<file path="src/rtl/homing_controller.sv">
// Homing sequencer for X/Y/Z steppers: fast approach, back-off, slow re-approach, load home.
// Define HOMING_TIMEOUT_EN to fault an approach phase after MAX_STEPS steps without an endstop hit.
module homing_controller #(
    parameter int FAST_PERIOD   = 2500,
    parameter int SLOW_PERIOD   = 10000,
    parameter int STEP_HIGH     = 50,
    parameter int BACKOFF_STEPS = 200,
    parameter int MAX_STEPS     = 100000
) (
    input  logic       clk,
    input  logic       reset,
    input  logic       start,
    input  logic       abort,
    input  logic [2:0] axis_mask,
    input  logic       endstop_x,
    input  logic       endstop_y,
    input  logic       endstop_z,
    output logic       stepper_x_enable,
    output logic       stepper_y_enable,
    output logic       stepper_z_enable,
    output logic       stepper_x_step,
    output logic       stepper_y_step,
    output logic       stepper_z_step,
    output logic       stepper_x_direction,
    output logic       stepper_y_direction,
    output logic       stepper_z_direction,
    output logic       stepper_x_set_new_coordinates,
    output logic       stepper_y_set_new_coordinates,
    output logic       stepper_z_set_new_coordinates,
    output logic       busy,
    output logic       done,
    output logic       error,
    output logic [2:0] homed
);
    typedef enum logic [2:0] {S_IDLE, S_SELECT, S_FAST, S_BACKOFF, S_SLOW, S_SET, S_ERROR} state_t;

    localparam int PMAX = (SLOW_PERIOD > FAST_PERIOD) ? SLOW_PERIOD : FAST_PERIOD;
    localparam int PW   = $clog2(PMAX);
    localparam int BW   = $clog2(BACKOFF_STEPS + 1);

    state_t        state_q, state_d;
    logic [2:0]    es_meta_q, es_sync_q;
    logic [2:0]    pend_q, pend_d, homed_q, homed_d, en_n_q, en_n_d;
    logic [1:0]    axis_q, axis_d;
    logic          dir_q, dir_d, step_q, step_d, set_q, set_d;
    logic          set_cnt_q, set_cnt_d, done_q, done_d, error_q, error_d;
    logic [PW-1:0] per_q, per_d, per_last;
    logic [BW-1:0] bk_q, bk_d;
    logic [2:0]    lowest, axis_oh;
    logic          es_act, moving, boundary, entry, tmo_hit;

    assign lowest   = pend_q & (~pend_q + 3'd1);
    assign axis_oh  = 3'b001 << axis_q;
    assign es_act   = es_sync_q[axis_q];
    assign moving   = (state_q == S_FAST) || (state_q == S_BACKOFF) || (state_q == S_SLOW);
    assign per_last = (state_q == S_FAST) ? PW'(FAST_PERIOD - 1) : PW'(SLOW_PERIOD - 1);
    assign boundary = (per_q == per_last);
    // Counter at zero with the step low only happens in the first cycle of a phase.
    assign entry    = (per_q == '0) && !step_q;

`ifdef HOMING_TIMEOUT_EN
    localparam int TW = $clog2(MAX_STEPS + 1);
    logic [TW-1:0] tmo_q;

    always_ff @(posedge clk or negedge reset) begin
        if (!reset)                                tmo_q <= '0;
        else if (state_d != state_q)               tmo_q <= '0;
        else if ((state_q == S_FAST || state_q == S_SLOW) && step_d && !step_q)
                                                   tmo_q <= tmo_q + 1'b1;
    end
    assign tmo_hit = (tmo_q == TW'(MAX_STEPS));
`else
    assign tmo_hit = 1'b0;
`endif

    always_ff @(posedge clk or negedge reset) begin
        if (!reset) begin
            state_q   <= S_IDLE;
            es_meta_q <= '0;
            es_sync_q <= '0;
            pend_q    <= '0;
            homed_q   <= '0;
            en_n_q    <= 3'b111;
            axis_q    <= '0;
            dir_q     <= 1'b0;
            step_q    <= 1'b0;
            set_q     <= 1'b0;
            set_cnt_q <= 1'b0;
            done_q    <= 1'b0;
            error_q   <= 1'b0;
            per_q     <= '0;
            bk_q      <= '0;
        end else begin
            state_q   <= state_d;
            es_meta_q <= {endstop_z, endstop_y, endstop_x};
            es_sync_q <= es_meta_q;
            pend_q    <= pend_d;
            homed_q   <= homed_d;
            en_n_q    <= en_n_d;
            axis_q    <= axis_d;
            dir_q     <= dir_d;
            step_q    <= step_d;
            set_q     <= set_d;
            set_cnt_q <= set_cnt_d;
            done_q    <= done_d;
            error_q   <= error_d;
            per_q     <= per_d;
            bk_q      <= bk_d;
        end
    end

    always_comb begin
        state_d   = state_q;
        pend_d    = pend_q;
        homed_d   = homed_q;
        en_n_d    = en_n_q;
        axis_d    = axis_q;
        dir_d     = dir_q;
        step_d    = step_q;
        set_d     = set_q;
        set_cnt_d = set_cnt_q;
        done_d    = 1'b0;
        error_d   = error_q;
        per_d     = per_q;
        bk_d      = bk_q;

        if (moving) begin
            per_d = boundary ? '0 : per_q + 1'b1;
            if (step_q && per_q == PW'(STEP_HIGH - 1)) step_d = 1'b0;
        end

        unique case (state_q)
            S_IDLE: if (start) begin
                pend_d  = axis_mask;
                homed_d = homed_q & ~axis_mask;
                error_d = 1'b0;
                state_d = S_SELECT;
            end
            S_SELECT: if (pend_q == '0) begin
                done_d  = 1'b1;
                state_d = S_IDLE;
            end else begin
                axis_d  = lowest[0] ? 2'd0 : (lowest[1] ? 2'd1 : 2'd2);
                en_n_d  = en_n_q & ~lowest;
                dir_d   = 1'b1;
                per_d   = '0;
                state_d = S_FAST;
            end
            S_FAST, S_SLOW: if ((entry || boundary) && es_act) begin
                per_d = '0;
                if (state_q == S_FAST) begin
                    dir_d   = 1'b0;
                    bk_d    = '0;
                    state_d = S_BACKOFF;
                end else begin
                    set_d     = 1'b1;
                    set_cnt_d = 1'b0;
                    state_d   = S_SET;
                end
            end else if (boundary) begin
                if (tmo_hit) begin
                    error_d = 1'b1;
                    state_d = S_ERROR;
                end else begin
                    step_d = 1'b1;
                end
            end
            S_BACKOFF: if (boundary) begin
                if (bk_q == BW'(BACKOFF_STEPS)) begin
                    if (es_act) begin
                        error_d = 1'b1;
                        state_d = S_ERROR;
                    end else begin
                        dir_d   = 1'b1;
                        per_d   = '0;
                        state_d = S_SLOW;
                    end
                end else begin
                    step_d = 1'b1;
                    bk_d   = bk_q + 1'b1;
                end
            end
            S_SET: begin
                set_cnt_d = 1'b1;
                if (set_cnt_q) begin
                    set_d   = 1'b0;
                    homed_d = homed_q | axis_oh;
                    pend_d  = pend_q & ~axis_oh;
                    state_d = S_SELECT;
                end
            end
            S_ERROR: begin
                step_d  = 1'b0;
                state_d = S_IDLE;
            end
            default: state_d = S_IDLE;
        endcase

        // Abort overrides everything else, including a start in the same cycle.
        if (abort && state_q != S_IDLE) begin
            state_d = S_IDLE;
            step_d  = 1'b0;
            set_d   = 1'b0;
            done_d  = 1'b0;
            error_d = error_q;
            homed_d = homed_q;
        end else if (abort) begin
            state_d = S_IDLE;
            pend_d  = pend_q;
            homed_d = homed_q;
            error_d = error_q;
        end
    end

    assign stepper_x_enable = en_n_q[0];
    assign stepper_y_enable = en_n_q[1];
    assign stepper_z_enable = en_n_q[2];
    assign stepper_x_step   = step_q & axis_oh[0];
    assign stepper_y_step   = step_q & axis_oh[1];
    assign stepper_z_step   = step_q & axis_oh[2];
    assign stepper_x_direction = dir_q & axis_oh[0];
    assign stepper_y_direction = dir_q & axis_oh[1];
    assign stepper_z_direction = dir_q & axis_oh[2];
    assign stepper_x_set_new_coordinates = set_q & axis_oh[0];
    assign stepper_y_set_new_coordinates = set_q & axis_oh[1];
    assign stepper_z_set_new_coordinates = set_q & axis_oh[2];
    assign busy  = (state_q != S_IDLE) && (state_q != S_ERROR);
    assign done  = done_q;
    assign error = error_q;
    assign homed = homed_q;
endmodule
</file>
<file path="config.mk">
export PLATFORM = sky130hd
export DESIGN_NAME = homing_controller
export DESIGN_NICKNAME = d
export VERILOG_FILES = /design/src/rtl/homing_controller.sv
export SDC_FILE = /design/constraint.sdc
export NUM_CORES = 1
export LEC_CHECK = 0
export ABC_AREA = 0
export CORE_MARGIN = 2
export CORE_UTILIZATION = 40
export CTS_CLUSTER_DIAMETER = 100
export DETAILED_ROUTE_END_ITERATION = 10
export GPL_TIMING_DRIVEN = 0
export PLACE_DENSITY_LB_ADDON = 0.15
export SYNTH_ARGS = -nofsm -noshare
export SYNTH_HDL_FRONTEND = slang
export SYNTH_SLANG_ARGS = --single-unit
</file>
<file path="constraint.sdc">
create_clock -name clk -period 3.7 [get_ports clk]
set_clock_uncertainty 0.1 [all_clocks]
set_input_delay 0.74 -clock clk [delete_from_list [all_inputs] [get_ports clk]]
set_output_delay 0.74 -clock clk [all_outputs]
set_load 0.005 [all_outputs]
</file>
Word-level counts from Yosys, hierarchy flattened
Cells that the tools add are included.
Widths: inputs -> output; s select.
{"block": "word_totals", "reg_bits": 48, "inputBits": 10, "output_inout_bits": 18, "wordCells": 167}
{"block": "op_classes", "addsub": 3, "n_lt_le_gt_ge": 1, "n_eq_ne": 30, "n_shift": 1, "n_mux": 68, "n_bitwise": 21, "n_reduce_logical": 28}
{"op": "$mux 14", "count": 8}
{"op": "$mux 3", "count": 14}
{"op": "$pmux 14 s3", "count": 1}
{"op": "$mux 8", "count": 4}
{"op": "$mux 1", "count": 27}
{"op": "$ne 2x2->1 const B", "count": 10}
{"op": "$pmux 8 s2", "count": 1}
{"op": "$pmux 3 s5", "count": 1}
{"op": "$reduce_and 5->1", "count": 3}
{"op": "$add 14x1->14 const B", "count": 1}
{"op": "$eq 14x14->1", "count": 1}
{"op": "$eq 14x6->1 const B", "count": 1}
{"op": "$logic_not 14->1", "count": 1}
{"op": "$reduce_and 7->1", "count": 2}
{"op": "$and 3x3->3", "count": 4}
{"op": "$ne 3x3->1 const B", "count": 4}
{"op": "$ne 4x4->1 const B", "count": 3}
{"op": "$not 3->3", "count": 4}
{"op": "$pmux 3 s2", "count": 2}
{"op": "$and 1x1->1", "count": 9}
{"op": "$eq 3x3->1 const B", "count": 3}
{"op": "$reduce_bool 3->1", "count": 3}
{"op": "$add 8x1->8 const B", "count": 1}
{"op": "$eq 8x8->1 const B", "count": 1}
{"op": "other kinds (23)", "count": 43}

Depth between registers and ports, before layout
{"block": "logic_depth", "depth_word": 9, "mapped_depth": 9, "mapped_depth_nobuf": 8}

Worst setup path after synthesis
Ideal clock, no wire load.
{"block": "synth_path", "path_type": "register to register", "startpoint": "register per_q[11]", "endpoint": "register bk_q[7]", "setup_ns": 0.078, "t_arrival_ns": 2.427, "t_required_ns": 3.522, "setup_slack_ns": 1.096, "stages_incl_launch_ff": 7, "n_path_buf": 0, "synth_period_minus_slack_ns": 2.604, "path_cell_list": "dfrtp_1 -> or4b_1 -> or3_4 -> a211oi_4 -> o211ai_2 -> or4_1 -> a21oi_1"}
{"block": "synth_via", "elab_chain_len": 6, "elab_cells_between_ends": 8, "cone_classes": "eq/ne (3); reduce/logical (5)"}
{"element": "start: declaration", "line": "47", "source": "logic [PW-1:0] per_q, per_d, per_last;"}
{"element": "start signal: assignment", "line": "107", "source": "per_q <= per_d;"}
{"element": "$logic_not 14->1", "line": "59", "source": "assign entry = (per_q == '0) && !step_q;"}
{"element": "$logic_and 1x1->1", "line": "59"}
{"element": "$logic_or 1x1->1", "line": "149", "source": "S_FAST, S_SLOW: if ((entry || boundary) && es_act) begin"}
{"element": "$logic_and 1x1->1", "line": "149"}
{"element": "$ne 2x2->1 (no source line)"}
{"element": "$reduce_and 5->1 (no source line) (*)"}
{"element": "end signal: assignment", "line": "108", "source": "bk_q <= bk_d;"}
{"element": "end: declaration", "line": "48", "source": "logic [BW-1:0] bk_q, bk_d;"}
Mark *: on every way between the ends. The rest lies on a longest branch, timed or not.
A chain may end at the register's enable or synchronous reset.

Worst setup path in the final report
{"block": "layout_path", "startpoint": "register state_q[2]", "endpoint": "output busy"}
{"block": "layout_via", "elab_chain_len": 2, "elab_cells_between_ends": 3, "cone_classes": "eq/ne (1); reduce/logical (2)"}
{"element": "start: declaration", "line": "41", "source": "state_t state_q, state_d;"}
{"element": "start signal: assignment", "line": "94", "source": "state_q <= state_d;"}
{"element": "$ne 3x3->1 / $reduce_bool 3->1 (equally long branches)", "line": "227", "source": "assign busy = (state_q != S_IDLE) && (state_q != S_ERROR);"}
{"element": "$logic_and 1x1->1 (*)", "line": "227"}
{"element": "end: declaration", "line": "30", "source": "output logic busy,"}
Marks and branches as above.

==> metrics.md <==
| Metric | Value |
|---|---|
| Share of cells above drive strength 1 | `6.67%` |
| Max-cap check violation count | `0` |
| Min cycle time layout | `3.16 ns` |
| Pint | `0.000988 W` |
| Gate power share | `39.3%` |
| CTS tree | `yes` |
| Syn. warnings | `0` |
| Synthesized instance count | `280` |
| Layout area overhead | `17.8%` |
| Sequential fraction of the synthesis area | `47.0%` |
| Final setup violation count | `0` |
| Final net count | `329` |
| Setup Fix Bufs, Post-CTS | `0` |
| Root buf cell | `clkbuf_8` |
| Worst-Margin Slew | `0.766 ns` |
| Remaining routing DRC violations | `0` |
| Hold crit path type | `register to register` |
| DRT iter0 DRCs | `140` |
| Hold_ws | `0.254 ns` |
| IO Count | `28` |
| Hold Buf Count CTS | `0` |
| Total CTS buffers | `5` |
| Die footprint | `0.00707 sq mm` |
| DR WL/cell | `14.0 microns` |
| Global-route wire length before repair | `9830 microns` |
| Status | `complete, no violations` |
| Count of input and output buffers | `26` |
| Ys async rst share | `100%` |
| Yosys reg bits | `48` |
| # fillers | `613` |
| Static Leak | `1.27 nW` |
| Sw Ratio | `38.6%` |
| GRT Util Overall | `16.9%` |
| Clk Latency, worst-skew pair | `0.30 ns` |
| Core box area | `0.00628 sq mm` |
| RSZ-0062 raised after global routing | `no` |
| Antenna violations before repair | `0` |
| Syn Nets | `295` |
| CP Class | `register to primary output` |
| Biggest area consumer among synthesized cells | `dfrtp_1` |
| NetSw | `0.000621 W` |
| TritonCTS Sinks | `48` |
| Syn_area_per_cell | `9.17 sq um` |
| Resized Gates After CTS | `0` |
| Mapped cell area | `0.00257 sq mm` |
| Worst Path Max Fanout | `10` |
| # rows | `29` |
| Top cells by count, synth | `dfrtp_1, nor2_1, nand2_1` |
| Largest net degree at the start of global routing | `29` |
| Post-synth top flop | `dfrtp_1` |
| Slew Viols, Final | `0` |
| Post-synth EDFFs | `0` |
| Max Buffers Root-to-Sink | `2` |
| Wirelength, routed | `5490 microns` |
| Setup TNS | `0 ns` |
| Vert. Die Dim | `84.1 microns` |
| Via count | `2135` |
| Final worst-path cycle share | `85.3%` |
| GRT Residual Overflow | `0` |
| Data required, critical path | `2.86 ns` |
| Initial core utilization | `40.9%` |
| Routability cong. | `0.834` |
| PD cells | `532 mW/mm^2` |
| Crit start category | `register` |
| Sequential share of power | `41.7%` |
| Slew HR | `48.8%` |
| Final ANT Viol Nets | `0` |
| Clock share of power | `19.0%` |
| DP Wirelength | `4190 microns` |
| Data arrival, critical path | `2.32 ns` |
| CTS clk-pin slew, worst paths | `0.08 ns` |
| Die X | `84.1 microns` |
| Final Hold Viols | `0` |
| Most used standard cell by instance count after synthesis | `dfrtp_1` |
| Fin worst setup slack | `0.544 ns` |
| Max Clock Freq | `0.317 GHz` |
| Number of global-route vias before repair | `2072` |
| Avg Vias per Cell | `5.45` |
| VDD IR max | `0.000352 V` |
| Pre-antenna DRT Iters | `4` |
| Top cells by area, synth | `dfrtp_1, a21oi_1, nor2_1` |
| Library cells used by synthesis | `50` |
| Critical path endpoint category | `primary output` |
| Antenna diode count | `0` |
| Place WS | `0.757 ns` |
| Synth top area share | `43.9%` |
| CTS H-tree lvls | `2` |
worst paths after layout:
path,start,end,slack [ns],cells past startpoint
max,state_q[2],busy,0.54,6
min,es_meta_q[2],es_sync_q[2],0.25,0
max reg2reg,per_q[11],bk_q[6],0.79,6
min reg2reg,es_meta_q[2],es_sync_q[2],0.25,0
max in group asynchronous,reset,en_n_q[1],2.63,2
min in group asynchronous,reset,bk_q[0],0.29,1
flip-flops by register name (all words and copies together) (netlist names):
signal	cells
es_meta_q	3
error	1
state_q	3
dir_q	1
es_sync_q	3
step_q	1
homed	3
pend_q	3
bk_q	8
per_q	14
en_n_q	3
done	1
set_q	1
set_cnt_q	1
axis_q	2
power groups by stage:
stage | Sequential [W] | Clock, W | Combinational (W)
3_3_place_gp | 0.000682 | 0 | 0.000627
5_1_grt | 0.000688 | 0.000334 | 0.000721
3_5_place_dp | 0.000680 | 0 | 0.000635
6_report | 0.000671 | 0.000306 | 0.000632
2_1_floorplan | 0.000658 | 0 | 0.000431
4_1_cts | 0.000670 | 0.000316 | 0.000637
cell families after synthesis:
kind of cell / Yosys count / share of synthesized area [%]
AND/OR/NAND/NOR: 126 / 26.0
AO/OA/AOI/OAI: 67 / 16.5
flip-flops: 48 / 47.0
buffers and inverters: 19 / 2.93
XOR/XNOR: 14 / 4.78
adder cells (fa/ha/maj): 5 / 2.44
multiplexers: 1 / 0.390
layer usage:
metal | routed length, microns | share of wire, % | track usage, %
met3 | 248 | 4.5 | 3.36
met1 | 2630 | 48 | 23.5
met4 | 57 | 1.0 | 3.96
met5 | 0 | 0 | 0
met2 | 2550 | 47 | 27.3
layout by cell type (no fill, tap or decap), types with 2 or more instances in the layout:
cell,synthesis,final
a21boi_0,2,2
nor3b_1,4,4
and4_1,2,2
xor2_1,12,12
clkbuf_8,0,5
o21ai_0,16,16
nor3_1,7,7
dfstp_2,3,3
nand4_1,6,6
or4_1,2,2
nand2_1,27,27
nand3_1,7,7
a2bb2oi_1,2,2
and2_1,10,10
nor2b_1,4,4
nand2b_1,2,2
nor4_1,2,2
a21oi_1,24,24
nand3b_1,3,3
a31oi_1,7,7
clkdlybuf4s50_1,0,25
or3_1,5,5
o21a_1,3,3
clkbuf_1,10,11
nor2_1,31,31
and3_1,2,2
o2111ai_1,3,3
ha_1,5,5
or2_2,4,4
dfrtp_1,45,45
xnor2_1,2,2
inv_1,8,8
worst max-delay path, stage by stage, from the launching register on:
cell	delay [ns]
dfrtp_1	0.33
clkbuf_1	0.28
clkbuf_1	0.38
inv_1	0.14
nor2_1	0.22
or3_1	0.16
clkdlybuf4s50_1	0.50
layout make-up:
class / count / area, sq um / area share (%)
tap: 77 / 96.3 / 3.19
multi-input combinational: 213 / 1290 / 42.5
buffer: 11 / 45.0 / 1.49
sequential: 48 / 1200 / 39.9
clock buffer: 6 / 72.6 / 2.40
inverter: 8 / 30.0 / 0.993
clock inverter: 2 / 12.5 / 0.414
timing repair buffer: 27 / 275 / 9.11
per-stage QoR:
step	instances	util, %	total power [W]	cell area, sq um
floorplan	280	-	0.00109	2570
global placement	383	46.6	0.00131	2920
detailed placement	384	46.8	0.00131	2940
CTS	392	48.2	0.00162	3020
global route	392	48.2	0.00174	3020
finish	392	48.2	0.00161	3020
Note: power is estimated with default switching activity, not from simulation.
